## src/rtl/calc_pkg.sv

```systemverilog
// -----------------------------------------------------------------------------
// calc_pkg: shared types for the calculator datapath.
//   num_t         : decimal floating operand (error, sign, exponent, BCD digits)
//   key_t         : keypad key codes (code 15 is reserved)
//   entry_state_t : operand-entry FSM states
//   CntW          : width of a digit counter able to hold 0..NumDigits
// -----------------------------------------------------------------------------
package calc_pkg;

  localparam int NumDigits = 8;
  localparam int ExpW      = 8;
  localparam int CntW      = $clog2(NumDigits + 1);

  typedef logic signed [ExpW-1:0] exp_t;

  // value = (-1)^sign * d[N-1].d[N-2]..d[0] * 10^exponent
  typedef struct packed {
    logic                      error;
    logic                      sign;
    exp_t                      exponent;
    logic [NumDigits-1:0][3:0] digits;
  } num_t;

  typedef enum logic [3:0] {
    KEY_0     = 4'd0,
    KEY_1     = 4'd1,
    KEY_2     = 4'd2,
    KEY_3     = 4'd3,
    KEY_4     = 4'd4,
    KEY_5     = 4'd5,
    KEY_6     = 4'd6,
    KEY_7     = 4'd7,
    KEY_8     = 4'd8,
    KEY_9     = 4'd9,
    KEY_POINT = 4'd10,
    KEY_SIGN  = 4'd11,
    KEY_BACK  = 4'd12,
    KEY_CLEAR = 4'd13,
    KEY_ENTER = 4'd14
  } key_t;

  typedef enum logic [1:0] {
    INT  = 2'd0,
    FRAC = 2'd1,
    DONE = 2'd2
  } entry_state_t;

endpackage

```

## src/rtl/num_entry.sv

```systemverilog
// -----------------------------------------------------------------------------
// num_entry: keypad operand assembler feeding the ALU.
// Collects key codes over a valid/ready handshake into a BCD entry buffer and,
// on ENTER, presents the finished operand on a valid/ready output.
// Ports:
//   clk_i        clock
//   rst_i        asynchronous active-high reset
//   key_i        key code (calc_pkg::key_t)
//   key_valid_i  key code present
//   key_ready_o  block can accept a key (low while an operand is pending)
//   num_o        assembled operand (registered)
//   num_valid_o  num_o valid (registered)
//   num_ready_i  downstream accepts num_o
// -----------------------------------------------------------------------------
module num_entry
  import calc_pkg::*;
#(
  parameter int NumDigits = calc_pkg::NumDigits
) (
  input  logic clk_i,
  input  logic rst_i,
  input  key_t key_i,
  input  logic key_valid_i,
  output logic key_ready_o,
  output num_t num_o,
  output logic num_valid_o,
  input  logic num_ready_i
);

  localparam int CW = $clog2(NumDigits + 1);
  localparam int IW = (NumDigits > 2) ? $clog2(NumDigits) : 1;

  typedef logic [CW-1:0] cnt_t;
  typedef logic [IW-1:0] idx_t;
  typedef logic [NumDigits-1:0][3:0] dbuf_t;

  entry_state_t state, state_n;
  logic         sign, sign_n;
  cnt_t         int_cnt, int_n;
  cnt_t         frac_cnt, frac_n;
  cnt_t         tot_cnt, tot_n;
  dbuf_t        dbuf, dbuf_n;
  num_t         num_q, num_n;
  logic         valid_q, valid_n;

  logic         accept;
  logic         room;
  logic [3:0]   kval;
  idx_t         wr_idx;
  idx_t         bk_idx;

  assign accept = key_valid_i && (state != DONE);
  assign room   = (tot_cnt < cnt_t'(NumDigits));
  assign kval   = key_i;
  // Next free slot counted from the most significant digit.
  assign wr_idx = idx_t'(NumDigits - 1) - idx_t'(tot_cnt);
  // Most recently written slot (only used while tot_cnt > 0).
  assign bk_idx = idx_t'(NumDigits) - idx_t'(tot_cnt);

  assign key_ready_o = (state != DONE);
  assign num_o       = num_q;
  assign num_valid_o = valid_q;

  // State and entry registers.
  always_ff @(posedge clk_i or posedge rst_i) begin
    if (rst_i) begin
      state    <= INT;
      sign     <= 1'b0;
      int_cnt  <= '0;
      frac_cnt <= '0;
      tot_cnt  <= '0;
      dbuf     <= '0;
      num_q    <= '0;
      valid_q  <= 1'b0;
    end else begin
      state    <= state_n;
      sign     <= sign_n;
      int_cnt  <= int_n;
      frac_cnt <= frac_n;
      tot_cnt  <= tot_n;
      dbuf     <= dbuf_n;
      num_q    <= num_n;
      valid_q  <= valid_n;
    end
  end

  // Key decoding, entry update and output handshake.
  always_comb begin
    state_n = state;
    sign_n  = sign;
    int_n   = int_cnt;
    frac_n  = frac_cnt;
    tot_n   = tot_cnt;
    dbuf_n  = dbuf;
    num_n   = num_q;
    valid_n = valid_q;

    case (state)
      INT, FRAC: begin
        if (accept) begin
          case (key_i)
            KEY_0, KEY_1, KEY_2, KEY_3, KEY_4,
            KEY_5, KEY_6, KEY_7, KEY_8, KEY_9: begin
              if (state == INT && kval == 4'd0 && int_cnt == cnt_t'(0)) begin
                // Leading zero: swallowed so the ones digit stays nonzero.
                tot_n = tot_cnt;
              end else if (room) begin
                dbuf_n[wr_idx] = kval;
                tot_n          = tot_cnt + cnt_t'(1);
                if (state == INT) begin
                  int_n = int_cnt + cnt_t'(1);
                end else begin
                  frac_n = frac_cnt + cnt_t'(1);
                end
              end else begin
                // Buffer full: key consumed, digit dropped.
                tot_n = tot_cnt;
              end
            end
            KEY_POINT: begin
              if (state == INT) begin
                state_n = FRAC;
                // No integer digits yet: reserve the implicit ones digit 0.
                if (int_cnt == cnt_t'(0)) begin
                  tot_n = cnt_t'(1);
                end else begin
                  tot_n = tot_cnt;
                end
              end else begin
                state_n = state;
              end
            end
            KEY_BACK: begin
              if (state == FRAC) begin
                if (frac_cnt != cnt_t'(0)) begin
                  dbuf_n[bk_idx] = 4'd0;
                  frac_n         = frac_cnt - cnt_t'(1);
                  tot_n          = tot_cnt - cnt_t'(1);
                end else begin
                  state_n = INT;
                  // Drop the implicit ones digit reserved by the point.
                  if (int_cnt == cnt_t'(0)) begin
                    tot_n = cnt_t'(0);
                  end else begin
                    tot_n = tot_cnt;
                  end
                end
              end else if (int_cnt != cnt_t'(0)) begin
                dbuf_n[bk_idx] = 4'd0;
                int_n          = int_cnt - cnt_t'(1);
                tot_n          = tot_cnt - cnt_t'(1);
              end else begin
                int_n = int_cnt;
              end
            end
            KEY_SIGN: begin
              sign_n = ~sign;
            end
            KEY_CLEAR: begin
              state_n = INT;
              sign_n  = 1'b0;
              int_n   = '0;
              frac_n  = '0;
              tot_n   = '0;
              dbuf_n  = '0;
            end
            KEY_ENTER: begin
              num_n.error    = 1'b0;
              num_n.digits   = dbuf;
              num_n.exponent = (int_cnt == cnt_t'(0)) ? exp_t'(0)
                                                      : exp_t'(int_cnt - cnt_t'(1));
              // Negative zero is normalised to plain zero.
              num_n.sign     = sign && (dbuf != '0);
              valid_n        = 1'b1;
              state_n        = DONE;
            end
            default: begin
              // Reserved code: consumed without effect.
              state_n = state;
            end
          endcase
        end else begin
          state_n = state;
        end
      end
      DONE: begin
        if (num_ready_i) begin
          valid_n = 1'b0;
          state_n = INT;
          sign_n  = 1'b0;
          int_n   = '0;
          frac_n  = '0;
          tot_n   = '0;
          dbuf_n  = '0;
        end else begin
          valid_n = valid_q;
        end
      end
      default: begin
        state_n = INT;
      end
    endcase
  end

endmodule
```

## config.mk

```make
export PLATFORM = sky130hd
export DESIGN_NAME = num_entry
export DESIGN_NICKNAME = d
export VERILOG_FILES = /design/src/rtl/calc_pkg.sv /design/src/rtl/num_entry.sv
export SDC_FILE = /design/constraint.sdc
export NUM_CORES = 1
export LEC_CHECK = 0
export ABC_AREA = 1
export CORE_MARGIN = 5
export CORE_UTILIZATION = 55
export DETAILED_ROUTE_END_ITERATION = 6
export GPL_ROUTABILITY_DRIVEN = 0
export HOLD_SLACK_MARGIN = 0.12
export PLACE_DENSITY = 0.77
export REMOVE_ABC_BUFFERS = 1
export SYNTH_ARGS = -nofsm -noshare
export SYNTH_HDL_FRONTEND = slang
export SYNTH_SLANG_ARGS = --single-unit
```

## constraint.sdc

```tcl
create_clock -name clk_i -period 5.44 [get_ports clk_i]
set_input_delay 1.36 -clock clk_i [delete_from_list [all_inputs] [get_ports clk_i]]
set_output_delay 1.36 -clock clk_i [all_outputs]
set_load 0.02 [all_outputs]
```

==> results of run 1 <==
worst max-delay path by stage:
stage,startpoint,endpoint,slack [ns]
3_5_place_dp,key_i[2],dbuf[4],1.35
6_report,key_i[2],dbuf[4],1.66
3_3_place_gp,key_i[2],dbuf[26],1.50
4_1_cts,key_i[2],dbuf[4],1.72
2_1_floorplan,rst_i,dbuf[0],1.86
5_1_grt,key_i[2],dbuf[4],1.51
area by class of cell:
type / instances / area (um^2)
clock buffer: 10 / 128
clock inverter: 5 / 83.8
fill: 874 / 3310
inverter: 69 / 260
multi-input combinational: 593 / 2670
sequential: 86 / 2150
tap: 129 / 161
timing repair buffer: 53 / 523
stage by stage:
step / setup slack (ns) / total power, mW
final: 1.66 / 2.84
after global routing: 1.51 / 3.06
after CTS: 1.72 / 2.84
after detailed placement: 1.35 / 2.33
after global placement: 1.50 / 2.29
after floorplan: 1.86 / 1.88
Yosys cell counts:
library cell | n | area (um^2)
a21oi_1 | 36 | 180
a31oi_1 | 3 | 18.8
buf_2 | 8 | 40.0
buf_4 | 6 | 45.0
buf_6 | 4 | 45.0
clkbuf_1 | 13 | 48.8
conb_1 | 1 | 3.75
dfrtp_1 | 86 | 2150
fa_1 | 2 | 40.0
ha_1 | 6 | 75.1
inv_1 | 66 | 248
inv_2 | 3 | 11.3
nand2_1 | 250 | 938
nand2_2 | 2 | 12.5
nand2_4 | 1 | 11.3
nand3_1 | 72 | 360
nand3_2 | 2 | 20.0
nand3b_1 | 1 | 7.51
nand4_1 | 19 | 119
nor2_1 | 142 | 533
nor2_2 | 5 | 31.3
nor2_4 | 3 | 33.8
nor2_8 | 1 | 20.0
nor3b_1 | 1 | 7.51
o211ai_1 | 1 | 7.51
o21ai_0 | 37 | 185
o31ai_1 | 2 | 15.0
or2_2 | 3 | 18.8
xnor2_1 | 3 | 26.3
placed cells by master (no fill, tap or decap):
master | synthesis | routed
nand2_4 | 1 | 1
or2_2 | 3 | 3
xnor2_1 | 3 | 3
clkinvlp_4 | 0 | 2
nor2_1 | 142 | 142
o21ai_0 | 37 | 37
conb_1 | 1 | 1
a21oi_1 | 36 | 36
nor3b_1 | 1 | 1
nand3b_1 | 1 | 1
fa_1 | 2 | 2
clkbuf_1 | 13 | 1
buf_4 | 6 | 3
inv_6 | 0 | 1
ha_1 | 6 | 6
inv_1 | 66 | 65
nand3_2 | 2 | 3
o31ai_1 | 2 | 2
nand2_2 | 2 | 2
nand3_1 | 72 | 71
o211ai_1 | 1 | 1
a31oi_1 | 3 | 3
clkinv_2 | 0 | 1
clkbuf_8 | 0 | 9
nand2_1 | 250 | 250
dfrtp_1 | 86 | 86
bufinv_16 | 0 | 2
clkdlybuf4s50_1 | 0 | 50
nor2_4 | 3 | 3
nor2_8 | 1 | 1
nand4_1 | 19 | 19
nor2_2 | 5 | 5
inv_2 | 3 | 3
layer usage:
| metal | vias up | GRT usage [%] | part of all wire (%) |
|---|---|---|---|
| li1 | 2532 | - | - |
| met1 | 2415 | 32.2 | 43 |
| met2 | 230 | 38.6 | 47 |
| met3 | 36 | 5.16 | 7.7 |
| met4 | 0 | 8.75 | 2.3 |
| met5 | - | 0 | 0 |
cell families after synthesis:
| kind of cell | share of synthesized area (%) |
|---|---|
| simple gates | 40.2 |
| other cells | 0.0714 |
| fa+ha+maj | 2.19 |
| flops | 41.0 |
| xor+xnor | 0.500 |
| compound gates | 7.74 |
| buf+inv | 8.33 |
flip-flops by register name, summed over array words and instances, names as in the netlist:
register and flops:
num_o 38, dbuf 32, frac_cnt 4, int_cnt 4, tot_cnt 4, state 2
num_valid_o 1, sign 1
power breakdown:
group	switching [mW]	internal, mW	total (mW)
combinational	0.833	0.473	1.31
clock	0.242	0.258	0.500
sequential	0.176	0.856	1.03
critical path, cell delays in order:
cell and delay (ns):
clkdlybuf4s50_1 0.65, nand2_4 0.14, nor2_8 0.41, inv_2 0.10, nor2_2 0.86, nor2_1 0.12
a21oi_1 0.22, nand3_1 0.10, nand2_1 0.10
==> reports/results.tsv, run 1 <==
metric	value	unit
outcome	completed	
worstPathRequired	5.74	ns
reg2reg_to	dbuf[4]	
areaGrowthSynthToFinish	13.8	%
dieWidth	108	um
numPortBuffers	50	
rsz0062_at_grt	false	
utilization	64.4	%
detailroute.via_count	5213	
cts_sinks	86	
report.final.hold_viol_count	0	
reg2reg_depth	7	
place_hpwl	9.51	mm
insertion_delay	0.36	ns
hold_depth	2	
fin_nets	828	
syn-cell-area	5260	um^2
setup_viol	0	
worstPathArrival	4.07	ns
cts_hold_buffers	0	
fmax	0.265	GHz
startpoint_type	input port	
grt_pass1_wl	22.7	mm
grt_max_degree	47	
p_leak	3.01	nW
place_inst	930	
antenna_found_initial	0	
initial_utilization	56.6	%
drc	0	
skew	0.0189	ns
relSlewSlack	24.6	%
cts-htree-levels	3	
cap_violations	0	
setup_tns	0	ns
hold-path-endpoint	dbuf[27]	
die_h	108	um
cts_tree	built	
post-cts-setup-buffers	0	
min_period_over_period	69.4	%
hold_ws	0.476	ns
hold_class	reg2reg	
fin_cells	945	
r2r_setup_slack	2.62	ns
final_area	5980	um^2
wirelength	13.5	mm
dieArea	11600	um^2
routedWlPerCell	14.3	um
critPathKind	in2reg	
max-vdd-ir-drop	0.235	mV
drt_iter0_markers	433	
path_max_fanout	34	
drt.antenna.violating_nets	0	
synth.avg_cell_area	6.75	um^2
clk_root_buffer_cell	clkbuf_8	
overflow	0	
first_pass_iters	6	
cts_resized	0	
track_usage	24.1	%
seq_area_frac_synth	41.0	%
placed_area	5770	um^2
drive_above_1_share	4.78	%
ys_ff_latch	86	
syn-instance-count	779	
cts_buffers	9	
cts_buffer_depth	2	
fin_crit	3.78	ns
synth.distinct_cells	29	
tightest_slew	1.13	ns
antenna_cells	0	
first_global_vias	4907	
rr_startpoint	state[1]	
viasPerCell	5.52	
power_density	475	nW/um^2
drv_slew	0	
yosys_warnings	0	
io-pin-count	52	
hold_start	dbuf[27]	
end_kind	register	
core_area	9280	um^2
rows	35	
path_clk_slew	0.09	ns
(Power assumes the default switching activity.)
==> run 2, diff against run 1 <==
--- a/config.mk
+++ b/config.mk
@@ -7,7 +7,7 @@
 export LEC_CHECK = 0
 export ABC_AREA = 1
 export CORE_MARGIN = 5
-export CORE_UTILIZATION = 55
+export CORE_UTILIZATION = 52
 export DETAILED_ROUTE_END_ITERATION = 6
 export GPL_ROUTABILITY_DRIVEN = 0
 export HOLD_SLACK_MARGIN = 0.12
==> constraint.sdc (replaced) <==
create_clock -name clk_i -period 3.3 [get_ports clk_i]
set_input_delay 0.825 -clock clk_i [delete_from_list [all_inputs] [get_ports clk_i]]
set_output_delay 0.825 -clock clk_i [all_outputs]
set_load 0.02 [all_outputs]
==> run 2 against run 1 <==
Against the previous run:
- total power rose by 66%
- sequential power rose by 65%
- hold slack improved by 0.0021 ns
- non-clock buffer count rose by 10
- critical path depth rose by 4
- flip-flop and latch count did not move
- critical endpoint is now frac_cnt[3]
==> reports/results.tsv, run 2 (synthesized netlist as in run 1, its figures left out) <==
metric	value	unit
outcome	completed	
cts_resized	0	
path_clk_slew	0.09	ns
largest_reg_flops	38	
grt_max_degree	45	
p_total	4.71	mW
drive_above_1_share	6.05	%
dieWidth	111	um
detailroute.via_count	5206	
critPathSlowestCell	clkdlybuf4s50_1	
relSlewSlack	58.9	%
areaGrowthSynthToFinish	16.0	%
setup_tns	0	ns
sw_frac_of_total	43.7	%
dieArea	12200	um^2
drt.antenna.violating_nets	0	
crit_chain	clkdlybuf4s50_1 -> nand2_4 -> nor2_2 -> ha_1 -> nand2_1 -> nand2_1 -> nor2_1 -> inv_1 -> nand2_1 -> nand3_1 -> nor2_1 -> nand2_1 -> nand2_1	
wirelength	13.7	mm
numPortBuffers	50	
die_h	111	um
core_area	9820	um^2
critPathBufInv	2	
power.internal	2.65	mW
worstPathRequired	3.60	ns
cts_hold_buffers	0	
rows	36	
report.final.hold_viol_count	0	
skew	0.0144	ns
first_global_vias	4958	
track_usage	22.2	%
fin_crit	2.79	ns
switchingPower	2.06	mW
antenna_cells	0	
final_common_cell	nand2_1	
antenna_found_initial	0	
p_comb_share	45.9	%
hold_class	reg2reg	
first_pass_iters	5	
drv_slew	0	
place_hpwl	9.94	mm
cap_violations	0	
viasPerCell	5.42	
post-cts-setup-buffers	0	
rsz0062_at_grt	false	
grt_pass1_wl	22.9	mm
critPathKind	in2reg	
setup_viol	0	
end_kind	register	
io-pin-count	52	
path_max_fanout	10	
worstPathArrival	3.08	ns
clk_root_buffer_cell	clkbuf_8	
layout_common_cells	nand2_1, nor2_1, dfrtp_1, nand3_1, inv_1	
tightest_slew	0.615	ns
cts_tree	built	
power_density	772	nW/um^2
cp_common_cell	nand2_1	
cp_slowest_stage_delay	0.66	ns
p_leak	3.09	nW
cts_buffers	9	
clkPwrFrac	18.0	%
cts_sinks	86	
routedWlPerCell	14.3	um
fin_nets	838	
fmax	0.359	GHz
drt_iter0_markers	471	
overflow	0	
max-vdd-ir-drop	0.359	mV
cts_buffer_depth	2	
initial_utilization	53.5	%
cp_top_family	simple AND/OR/NAND/NOR gates	
drc	0	
p_seq_share	36.1	%
cts-htree-levels	3	
startpoint_type	input port	
min_period_over_period	84.5	%
insertion_delay	0.36	ns
==> run 2: path summary, 6_finish.rpt <==
path	cells past startpoint	to	from	slack, ns
max	13	frac_cnt[3]	key_i[2]	0.51
min	2	dbuf[27]	dbuf[27]	0.48
max reg2reg	8	dbuf[20]	tot_cnt[0]	1.16
min reg2reg	2	dbuf[27]	dbuf[27]	0.48
max in group asynchronous	3	frac_cnt[3]	rst_i	1.83
min in group asynchronous	2	num_o[5]	rst_i	0.84
==> run 2: through the flow <==
| stage | cells | hold WS (ns) | setup slack [ns] | util (%) | instance area [um^2] |
|---|---|---|---|---|---|
| floorplan | 748 | 0.442 | 0.253 | - | 5080 |
| global route | 960 | 0.495 | 0.346 | 62.1 | 6100 |
| CTS | 960 | 0.481 | 0.508 | 62.1 | 6100 |
| finish | 960 | 0.478 | 0.513 | 62.1 | 6100 |
| global placement | 944 | 0.456 | 0.296 | 59.8 | 5870 |
| detailed placement | 944 | 0.458 | 0.142 | 59.8 | 5870 |
==> run 2: final cells by class <==
type / count / area, um^2
repair buffers: 63 / 623
inverters: 69 / 260
multi-input cells: 593 / 2670
flip-flops and latches: 86 / 2150
clock buffers: 11 / 141
well taps: 133 / 166
clock inverters: 5 / 82.6
fillers: 942 / 3720
==> run 2: tightest hold or removal path, cell delays in order, from the launching register on <==
cell	delay, ns
dfrtp_1	0.35
nand2_1	0.05
nand2_1	0.04
==> run 2: power by group through the flow <==
stage | clock network [mW] | logic, mW | registers [mW]
5_1_grt | 0.896 | 2.41 | 1.76
2_1_floorplan | 0 | 1.27 | 1.83
3_5_place_dp | 0 | 2.14 | 1.72
4_1_cts | 0.860 | 2.16 | 1.70
3_3_place_gp | 0 | 2.09 | 1.70
6_report | 0.848 | 2.16 | 1.70
==> run 2: metal layers <==
layer | global-route usage, % | part of all wire, %
met5 | 0 | 0
met4 | 9.61 | 3.2
met1 | 28.7 | 42
met3 | 5.20 | 7.7
met2 | 35.7 | 47
